## src/rtl/array_pkg.sv

```systemverilog
// array_pkg: definitions shared by the array write controller.
//   wr_state_e  - write-controller FSM state encoding
//   PAR_CLR_BIT - par_ctrl bit that requests a parity-sticky clear
//   PAR_DIS_BIT - par_ctrl bit that disables parity generation
package array_pkg;

    typedef enum logic [1:0] {
        ST_IDLE    = 2'd0,
        ST_INIT    = 2'd1,
        ST_CPU_ACK = 2'd2
    } wr_state_e;

    localparam int PAR_CLR_BIT = 0;
    localparam int PAR_DIS_BIT = 1;

endpackage

```

## src/rtl/array_fill_cnt.sv

```systemverilog
// array_fill_cnt: fill address counter for the array initialisation sweep.
//   wclk - clock (rising edge)
//   rst_ - asynchronous active-low reset, clears the count
//   en   - advance the count by one, wrapping to 0 after DEPTH-1
//   clr  - synchronous clear to address 0 (takes precedence over en)
//   cnt  - current fill address
//   wrap - high while cnt sits at the last location (DEPTH-1)
module array_fill_cnt
#(
    parameter int ADDRBIT = 9,
    parameter int DEPTH   = 512
)
(
    input  logic               wclk,
    input  logic               rst_,
    input  logic               en,
    input  logic               clr,
    output logic [ADDRBIT-1:0] cnt,
    output logic               wrap
);

    localparam logic [ADDRBIT-1:0] LAST_ADDR = ADDRBIT'(DEPTH - 1);

    assign wrap = (cnt == LAST_ADDR);

    // Fill address register: clear, advance with wrap, or hold.
    always_ff @(posedge wclk or negedge rst_) begin
        if (!rst_) begin
            cnt <= {ADDRBIT{1'b0}};
        end else if (clr) begin
            cnt <= {ADDRBIT{1'b0}};
        end else if (en) begin
            if (wrap) begin
                cnt <= {ADDRBIT{1'b0}};
            end else begin
                cnt <= cnt + {{(ADDRBIT-1){1'b0}}, 1'b1};
            end
        end else begin
            cnt <= cnt;
        end
    end

endmodule

```

## src/rtl/array_wr_ctrl.sv

```systemverilog
// array_wr_ctrl: arbitrates writes into a DEPTH x WIDTH array.
//   Sources, in priority order: datapath engine (eng_*), initialisation fill
//   (init_*), CPU (cpu_*). At most one write launches per cycle and every
//   output is registered.
//   wclk, rst_          - clock (rising edge), async active-low reset
//   eng_vld/addr/wdat   - engine write strobe, address, data
//   cpu_req/addr/wdat   - CPU level request held until cpu_ack
//   cpu_ack, cpu_err    - CPU completion pulse, out-of-range flag with ack
//   init_req, init_pat  - fill-all-locations request and fill data
//   init_busy/done      - fill in progress, one-cycle completion pulse
//   par_clr_req/par_dis - parity sticky clear request, parity disable
//   wa, we, di          - array write port
//   par_ctrl            - [0] parity clear pulse, [1] parity disable
module array_wr_ctrl
    import array_pkg::*;
#(
    parameter int ADDRBIT = 9,
    parameter int DEPTH   = 512,
    parameter int WIDTH   = 32
)
(
    input  logic               wclk,
    input  logic               rst_,
    input  logic               eng_vld,
    input  logic [ADDRBIT-1:0] eng_addr,
    input  logic [WIDTH-1:0]   eng_wdat,
    input  logic               cpu_req,
    input  logic [ADDRBIT-1:0] cpu_addr,
    input  logic [WIDTH-1:0]   cpu_wdat,
    output logic               cpu_ack,
    output logic               cpu_err,
    input  logic               init_req,
    input  logic [WIDTH-1:0]   init_pat,
    output logic               init_busy,
    output logic               init_done,
    input  logic               par_clr_req,
    input  logic               par_dis,
    output logic [ADDRBIT-1:0] wa,
    output logic               we,
    output logic [WIDTH-1:0]   di,
    output logic [1:0]         par_ctrl
);

    localparam logic [ADDRBIT:0] DEPTH_W = (ADDRBIT+1)'(DEPTH);

    wr_state_e          state_r;
    wr_state_e          state_nxt_s;
    logic               ready_r;
    logic               fill_en_s;
    logic               fill_clr_s;
    logic [ADDRBIT-1:0] fill_cnt_s;
    logic               fill_wrap_s;
    logic               cpu_go_s;
    logic               eng_go_s;
    logic               eng_in_rng_s;
    logic               cpu_in_rng_s;

    logic               we_nxt_s;
    logic [ADDRBIT-1:0] wa_nxt_s;
    logic [WIDTH-1:0]   di_nxt_s;
    logic               ack_nxt_s;
    logic               err_nxt_s;
    logic               done_nxt_s;
    logic               busy_nxt_s;
    logic [1:0]         par_nxt_s;

    assign eng_in_rng_s = ({1'b0, eng_addr} < DEPTH_W);
    assign cpu_in_rng_s = ({1'b0, cpu_addr} < DEPTH_W);
    // ready_r holds off all launches on the first edge after reset release,
    // so the earliest write is taken on the second edge.
    assign eng_go_s     = ready_r & eng_vld;

    array_fill_cnt #(
        .ADDRBIT (ADDRBIT),
        .DEPTH   (DEPTH)
    ) u_fill_cnt (
        .wclk (wclk),
        .rst_ (rst_),
        .en   (fill_en_s),
        .clr  (fill_clr_s),
        .cnt  (fill_cnt_s),
        .wrap (fill_wrap_s)
    );

    // Post-reset launch enable.
    always_ff @(posedge wclk or negedge rst_) begin
        if (!rst_) begin
            ready_r <= 1'b0;
        end else begin
            ready_r <= 1'b1;
        end
    end

    // FSM state register.
    always_ff @(posedge wclk or negedge rst_) begin
        if (!rst_) begin
            state_r <= ST_IDLE;
        end else begin
            state_r <= state_nxt_s;
        end
    end

    // FSM next state and fill/CPU launch decisions.
    always_comb begin
        state_nxt_s = state_r;
        fill_en_s   = 1'b0;
        fill_clr_s  = 1'b0;
        cpu_go_s    = 1'b0;
        if (ready_r) begin
            case (state_r)
                ST_IDLE: begin
                    if (init_req) begin
                        state_nxt_s = ST_INIT;
                        fill_clr_s  = 1'b1;
                    end else if (cpu_req && !eng_vld) begin
                        state_nxt_s = ST_CPU_ACK;
                        cpu_go_s    = 1'b1;
                    end else begin
                        state_nxt_s = ST_IDLE;
                    end
                end
                ST_INIT: begin
                    // An engine write steals the slot; the counter holds.
                    if (!eng_vld) begin
                        fill_en_s = 1'b1;
                        if (fill_wrap_s) begin
                            state_nxt_s = ST_IDLE;
                        end else begin
                            state_nxt_s = ST_INIT;
                        end
                    end else begin
                        state_nxt_s = ST_INIT;
                    end
                end
                ST_CPU_ACK: begin
                    state_nxt_s = ST_IDLE;
                end
                default: begin
                    state_nxt_s = ST_IDLE;
                end
            endcase
        end else begin
            state_nxt_s = ST_IDLE;
        end
    end

    // Next values of the registered write port and status outputs.
    always_comb begin
        we_nxt_s   = 1'b0;
        wa_nxt_s   = wa;
        di_nxt_s   = di;
        ack_nxt_s  = 1'b0;
        err_nxt_s  = 1'b0;
        done_nxt_s = 1'b0;
        if (eng_go_s) begin
            // Out-of-range engine writes are silently dropped.
            if (eng_in_rng_s) begin
                we_nxt_s = 1'b1;
                wa_nxt_s = eng_addr;
                di_nxt_s = eng_wdat;
            end else begin
                we_nxt_s = 1'b0;
            end
        end else if (fill_en_s) begin
            we_nxt_s   = 1'b1;
            wa_nxt_s   = fill_cnt_s;
            di_nxt_s   = init_pat;
            done_nxt_s = fill_wrap_s;
        end else if (cpu_go_s) begin
            we_nxt_s  = cpu_in_rng_s;
            wa_nxt_s  = cpu_addr;
            di_nxt_s  = cpu_wdat;
            ack_nxt_s = 1'b1;
            err_nxt_s = ~cpu_in_rng_s;
        end else begin
            we_nxt_s = 1'b0;
        end
        busy_nxt_s               = (state_nxt_s == ST_INIT);
        par_nxt_s                = 2'b00;
        par_nxt_s[PAR_CLR_BIT]   = par_clr_req | done_nxt_s;
        par_nxt_s[PAR_DIS_BIT]   = par_dis;
    end

    // Output registers.
    always_ff @(posedge wclk or negedge rst_) begin
        if (!rst_) begin
            we        <= 1'b0;
            wa        <= {ADDRBIT{1'b0}};
            di        <= {WIDTH{1'b0}};
            cpu_ack   <= 1'b0;
            cpu_err   <= 1'b0;
            init_busy <= 1'b0;
            init_done <= 1'b0;
            par_ctrl  <= 2'b00;
        end else begin
            we        <= we_nxt_s;
            wa        <= wa_nxt_s;
            di        <= di_nxt_s;
            cpu_ack   <= ack_nxt_s;
            cpu_err   <= err_nxt_s;
            init_busy <= busy_nxt_s;
            init_done <= done_nxt_s;
            par_ctrl  <= par_nxt_s;
        end
    end

endmodule

```

## config.mk

```make
export PLATFORM = sky130hd
export DESIGN_NAME = array_wr_ctrl
export DESIGN_NICKNAME = d
export VERILOG_FILES = /design/src/rtl/array_pkg.sv /design/src/rtl/array_fill_cnt.sv /design/src/rtl/array_wr_ctrl.sv
export SDC_FILE = /design/constraint.sdc
export NUM_CORES = 1
export LEC_CHECK = 0
export CAP_MARGIN = 20
export CORE_UTILIZATION = 41
export DETAILED_ROUTE_END_ITERATION = 7
export PLACE_DENSITY = 0.87
export SETUP_SLACK_MARGIN = 0.5
export SKIP_LAST_GASP = 1
export SYNTH_ARGS = -nofsm -noshare
export SYNTH_HDL_FRONTEND = slang
export SYNTH_SLANG_ARGS = --single-unit
```

## constraint.sdc

```tcl
create_clock -name wclk -period 3.3 [get_ports wclk]
set_clock_uncertainty 0.15 [all_clocks]
set_input_delay 0.99 -clock wclk [delete_from_list [all_inputs] [get_ports wclk]]
set_output_delay 0.99 -clock wclk [all_outputs]
set_load 0.005 [all_outputs]
```

==> impl_metrics.py, run 1 <==
metrics = {
    "status": {
        "status": "completed",
    },
    "worst_setup_path": {
        "r2r_cells": 4,
        "crit_end": "di[17]",
        "critPathMaxStageDelay_ns": 0.48,
        "cp_data_required_time_ns": 3.40,
        "critPathSlowestCell": "clkdlybuf4s50_1",
        "cpMostUsedCell": "buf_4",
        "crit_start": "eng_vld",
        "rrSetupSlack_ns": 1.25,
        "cp_cell_sequence": "clkdlybuf4s50_1, buf_4, o311ai_4, buf_4, a21oi_1, a2bb2oi_1",
        "endpoint_kind": "flop",
        "cp.arrival_ns": 2.75,
        "crit_path_start_kind": "input pin",
        "worst-setup-path-type": "input pin to flop",
        "r2r-start": "state_r[0]",
        "r2r-end": "di[17]",
        "crit_fanout": 45,
    },
    "global_route": {
        "grt_max_degree": 46,
        "grt_pass1_wl_um": 15100,
        "grt_usage": 0.267,
        "first_global_vias": 3051,
        "grt_antenna_before_repair": 0,
        "grt-ovfl-total": 0,
    },
    "routing": {
        "dr_total_vias": 3019,
        "first_pass_iters": 5,
        "drc": 0,
        "drt-initial-drc-count": 202,
        "via_per_inst": 5.59,
        "totalWireLength_um": 9890,
        "drtAntennaViolNets": 0,
        "wire_per_inst_um": 18.3,
    },
    "logic_synthesis": {
        "ys_ff_latch": 59,
        "seq_area_frac_synth": 0.504,
        "ys_warn_count": 0,
        "netlist_area_sq_um": 2930,
        "avgSynthCellArea_sq_um": 10.5,
        "synth.net_count": 401,
        "synth_cell_types": 38,
        "synth-edff-count": 0,
        "synthFlopType": "dfrtp_1",
        "ys_async_sr_fraction": 1.00,
        "synthCells": 278,
    },
    "sta": {
        "slew_violations": 0,
        "final.period_utilization": 0.803,
        "finalSetupViolations": 0,
        "rsz0062_at_grt": "false",
        "relSlewSlack": 0.508,
        "clock.fmax_mhz": 377,
        "fin_crit_ns": 2.65,
        "tightest_slew_ns": 0.737,
        "finalHoldViolCount": 0,
        "final.setup.tns_ns": 0,
    },
    "clock_tree": {
        "clk_pin_slew_worst_paths_ns": 0.07,
        "clockRootBuffer": "clkbuf_8",
        "clockBufferDepth": 2,
        "ctsHoldBuffers": 0,
        "cts.sinks": 59,
        "postCtsSetupRepairBufs": 0,
        "clock_latency_ns": 0.33,
        "cts_buffers": 9,
        "cts_tree": "yes",
        "cts_resized": 0,
        "htree_levels": 3,
    },
    "floorplan": {
        "coreArea_sq_um": 6830,
        "rows": 30,
        "dieHeight_um": 86.5,
        "initial_core_util": 0.429,
        "dieArea_sq_um": 7490,
        "dieWidth_um": 86.5,
        "io_pins": 169,
    },
    "power_and_ir_drop": {
        "p_leak_nw": 1.94,
        "ir_drop_mv": 0.229,
        "powerDensity_nw_per_um2": 458,
    },
    "layout": {
        "layout.nets": 562,
        "area_growth_pct": 68.7,
        "fin_area_sq_um": 4940,
        "postLayoutCoreUtil": 0.724,
        "antennaDiodeCount": 0,
        "drive_above_1_share": 0.0721,
        "layout_common_cells": "clkdlybuf4s50_1 (166), dfrtp_1 (59), a21oi_1 (39), a22oi_1 (37), a2bb2oi_1 (37)",
        "final_common_cell": "clkdlybuf4s50_1",
    },
    "placed_design": {
        "hpwlAfterDp_um": 7010,
        "place_congestion": 0.765,
        "dpl-instance-area_sq_um": 4700,
        "port_buffers": 167,
    },
    "flow_run": {
        "max-cap-violations": 0,
    },
    "worst_hold_path": {
        "hp-class": "flop to flop",
    },
}
## cell families (layout without fill, tap and decap cells)
family                   after synthesis  in the layout  synth area share
adder cells (fa/ha/maj)                2              2           0.00854
other                                  2              2           0.00256
AO/OA/AOI/OAI                        131            131             0.325
multiplexers                           5              5            0.0171
buffers and inverters                 28            194            0.0431
flip-flops                            59             59             0.504
XOR/XNOR                               3              3           0.00897
AND/OR/NAND/NOR                       48             48            0.0910
## state kept, by name, indices dropped and copies added, names as in the netlist
register / flops
di: 32
u_fill_cnt.cnt: 9
wa: 9
par_ctrl: 2
state_r: 2
cpu_ack: 1
init_busy: 1
init_done: 1
ready_r: 1
we: 1
## worst max-delay path, delay by kind of cell
family / cells / cell delay (ns)
buffers and inverters: 3 / 1.15
AOI/OAI and AO/OA: 3 / 0.58
## report_power, final
group | switching (mW) | internal, mW
clock | 0.282 | 0.520
combinational | 0.199 | 0.383
sequential | 0.0632 | 0.815
total | 0.545 | 1.72
## layer usage
| layer | vias up | share of wire | global-route usage |
|---|---|---|---|
| li1 | 1390 | - | - |
| met1 | 1445 | 0.39 | 0.322 |
| met2 | 163 | 0.50 | 0.451 |
| met3 | 21 | 0.096 | 0.0686 |
| met4 | 0 | 0.020 | 0.120 |
| met5 | - | 0 | 0 |
## through the flow
stage	total power, mW	setup slack [ns]	std cells	hold slack, ns
after floorplan	1.08	0.978	278	0.323
after detailed placement	1.47	0.321	524	0.320
after global routing	2.36	0.547	540	0.353
after CTS	2.28	0.646	540	0.334
after global placement	1.45	0.433	524	0.312
final	2.26	0.648	540	0.331
## cells in the mapped netlist, drive strengths merged (2+ instances only)
library cell / count / share of area
dfrtp: 59 / 0.50
a21oi: 39 / 0.067
a22oi: 37 / 0.095
a2bb2oi: 37 / 0.11
buf: 16 / 0.028
nor2: 13 / 0.017
clkbuf: 10 / 0.013
o21ai: 9 / 0.015
nand2: 7 / 0.0090
mux2i: 5 / 0.017
nor2b: 5 / 0.011
nand3: 4 / 0.0068
nor4b: 4 / 0.012
a2111oi: 3 / 0.014
nand2b: 3 / 0.0064
xnor2: 3 / 0.0090
a222oi: 2 / 0.0068
and2: 2 / 0.0043
conb: 2 / 0.0026
ha: 2 / 0.0085
inv: 2 / 0.0026
nor3b: 2 / 0.0051
nor4: 2 / 0.0043
## cell type report
| cell class | instances | area (sq um) |
|---|---|---|
| fillers | 541 | 1890 |
| repair buffers | 176 | 1760 |
| flip-flops and latches | 59 | 1480 |
| multi-input cells | 191 | 1340 |
| clock buffers | 11 | 141 |
| well taps | 96 | 120 |
| clock inverters | 5 | 100 |
| inverters | 2 | 7.51 |
## worst min-delay path by stage
stage | startpoint | endpoint | slack (ns) | cells after the start
floorplan | di[22] | di[22] | 0.32 | 2
finish | wa[6] | wa[6] | 0.33 | 2
detailed placement | wa[7] | wa[7] | 0.32 | 2
global route | wa[7] | wa[7] | 0.35 | 2
global placement | wa[7] | wa[7] | 0.31 | 2
CTS | wa[7] | wa[7] | 0.33 | 2
No activity file was read; power rests on OpenSTA's default activity.
==> inputs of run 2 (changes only) <==
CORE_UTILIZATION = 38   (was 41)
PLACE_DENSITY = 0.81   (was 0.87)
clock period = 2.5 ns   (was 3.3 ns; I/O delays follow)
==> run 2 against run 1 <==
  * Count of clock-buffer cells in the layout is the same
  * Sequential power grew 32%
  * Largest cell class unchanged
  * Sequential share of layout area shrank 2.1 points
  * Register-to-register slack lost 0.66 ns
  * Hold slack lost 0.14 ns
  * Total power grew 32%
  * Sequential cell count is the same
  * First-iteration DRC count shrank 0.99%
  * Combinational power grew 43%
  * Core utilization is essentially flat
  * Die area grew 7.7%
  * Routed wire length grew 8.6%
  * Critical path type unchanged
==> impl_metrics.py, run 2 (synthesized netlist as in run 1, its figures left out) <==
metrics = {
    "floorplan": {
        "coreArea_sq_um": 7370,
        "dieHeight_um": 89.8,
        "dieArea_sq_um": 8070,
        "io_pins": 169,
        "dieWidth_um": 89.8,
        "initial_core_util": 0.398,
        "rows": 31,
    },
    "routing": {
        "wire_per_inst_um": 18.8,
        "drt-initial-drc-count": 200,
        "first_pass_iters": 5,
        "dr_total_vias": 3196,
        "totalWireLength_um": 10700,
        "drtAntennaViolNets": 0,
        "via_per_inst": 5.61,
        "drc": 0,
    },
    "clock_tree": {
        "clock_latency_ns": 0.34,
        "cts_buffers": 9,
        "htree_levels": 3,
        "clockRootBuffer": "clkbuf_8",
        "cts.sinks": 59,
        "clk_pin_slew_worst_paths_ns": 0.07,
        "clockBufferDepth": 2,
        "cts_tree": "yes",
    },
    "worst_setup_path": {
        "r2r_cells": 4,
        "cp_data_required_time_ns": 2.61,
        "rrSetupSlack_ns": 0.59,
        "worst-setup-path-type": "input pin to flop",
        "cp_cell_sequence": "dlygate4sd2_1, buf_4, nor2_1, a211o_1, or4_1, a21oi_1",
        "r2r-start": "state_r[1]",
        "critPathMaxStageDelay_ns": 0.41,
        "cp.arrival_ns": 2.08,
        "critPathSlowestCell": "or4_1",
        "endpoint_kind": "flop",
        "crit_path_start_kind": "input pin",
        "r2r-end": "u_fill_cnt.cnt[5]",
        "crit_fanout": 3,
    },
    "placed_design": {
        "hpwlAfterDp_um": 7280,
        "dp.cells": 540,
        "dp_worst_setup_slack_ns": -0.0778,
        "port_buffers": 167,
        "dpl-instance-area_sq_um": 4880,
        "place_congestion": 0.824,
    },
    "flow_run": {
        "max-cap-violations": 0,
    },
    "layout": {
        "antennaDiodeCount": 0,
        "layout_common_cells": "clkdlybuf4s50_1 (116), dfrtp_1 (58), dlygate4sd2_1 (49), a22oi_1 (37), a21oi_1 (37)",
        "fin_area_sq_um": 5330,
        "regMostFlops": "di",
        "postLayoutCoreUtil": 0.723,
        "reg_top3": "di (32), u_fill_cnt.cnt (9), wa (9)",
        "final_common_cell": "clkdlybuf4s50_1",
        "nFillCells": 551,
        "layout.nets": 589,
        "area_growth_pct": 81.9,
        "stdcell_count": 570,
        "drive_above_1_share": 0.163,
        "largest_reg_flops": 32,
    },
    "worst_hold_path": {
        "hp-class": "input pin to async pin",
    },
    "global_route": {
        "grt_pass1_wl_um": 16800,
        "grt_max_degree": 25,
        "grt_usage": 0.263,
        "grt_antenna_before_repair": 0,
        "first_global_vias": 3264,
        "grt-ovfl-total": 0,
    },
    "sta": {
        "finalSetupViolations": 0,
        "clock.fmax_mhz": 508,
        "finalHoldViolCount": 0,
        "final.period_utilization": 0.788,
        "fin_crit_ns": 1.97,
        "slew_violations": 0,
        "final.setup.tns_ns": 0,
        "rsz0062_at_grt": "true",
        "worst_slack_ns": 0.530,
    },
    "power_and_ir_drop": {
        "p_leak_nw": 2.21,
        "ir_drop_mv": 0.314,
        "powerDensity_nw_per_um2": 561,
    },
    "status": {
        "status": "completed",
    },
}
run 2: cell count changes in the layout (fill, tap and decap cells not counted), sizes merged:
cell | previous run | this run
buf | 10 | 35
bufinv | 3 | 2
dlygate4sd2 | 0 | 49
clkdlybuf4s50 | 166 | 116
clkbuf | 11 | 13
dlymetal6s2s | 0 | 1
clkinv | 2 | 3
run 2: worst max path at each step:
stage / slack, ns / end / from / cells past startpoint
after floorplan: 0.49 / di[0] / eng_vld / 6
after global placement: -0.01 / u_fill_cnt.cnt[5] / init_req / 6
after detailed placement: -0.08 / u_fill_cnt.cnt[5] / init_req / 6
after CTS: 0.50 / di[10] / cpu_req / 7
after global routing: 0.50 / u_fill_cnt.cnt[5] / init_req / 6
final: 0.53 / u_fill_cnt.cnt[5] / init_req / 6
run 2: power by group:
part           total [mW]  internal, mW  switching [mW]
clock network        1.00         0.611           0.392
registers            1.16          1.08          0.0808
logic               0.831         0.524           0.307
total                2.99          2.21           0.780
run 2: cell type report:
| cell class | count | area (sq um) | share of cell area |
|---|---|---|---|
| clock buffers | 11 | 151 | 0.0284 |
| clock inverters | 5 | 75.1 | 0.0141 |
| multi-input cells | 191 | 1430 | 0.269 |
| well taps | 99 | 124 | 0.0232 |
| flip-flops and latches | 59 | 1480 | 0.277 |
| repair buffers | 203 | 2060 | 0.387 |
| inverters | 2 | 10.0 | 0.00188 |
run 2: metal layers:
layer / vias up / wire length, um / global-route usage / share of wire
met5: - / 0 / 0 / 0
met4: 0 / 252 / 0.113 / 0.023
met3: 21 / 858 / 0.0643 / 0.080
met2: 178 / 5430 / 0.456 / 0.51
met1: 1553 / 4200 / 0.309 / 0.39
li1: 1444 / - / - / -
run 2: what timing repair did:
| action | in CTS | in global routing |
|---|---|---|
| hold buffers | 0 | 0 |
| endpoints found under the setup margin | 96 | 42 |
| buffers inserted | 11 | 0 |
| gates cloned | 1 | 2 |
| pin swaps | 2 | 3 |
| gates resized for setup | 58 | 18 |
run 2: stage by stage:
stage / hold WS [ns] / power (mW)
after floorplan: 0.304 / 1.43
after global placement: 0.311 / 1.96
after detailed placement: 0.318 / 1.98
after CTS: 0.212 / 2.95
after global routing: 0.221 / 3.12
final: 0.195 / 2.99
run 2: critical path, delay by kind of cell:
kind | cells | cell delay [ns]
and+or+nand+nor | 2 | 0.46
AOI/OAI and AO/OA | 2 | 0.48
buffers and inverters | 2 | 0.39
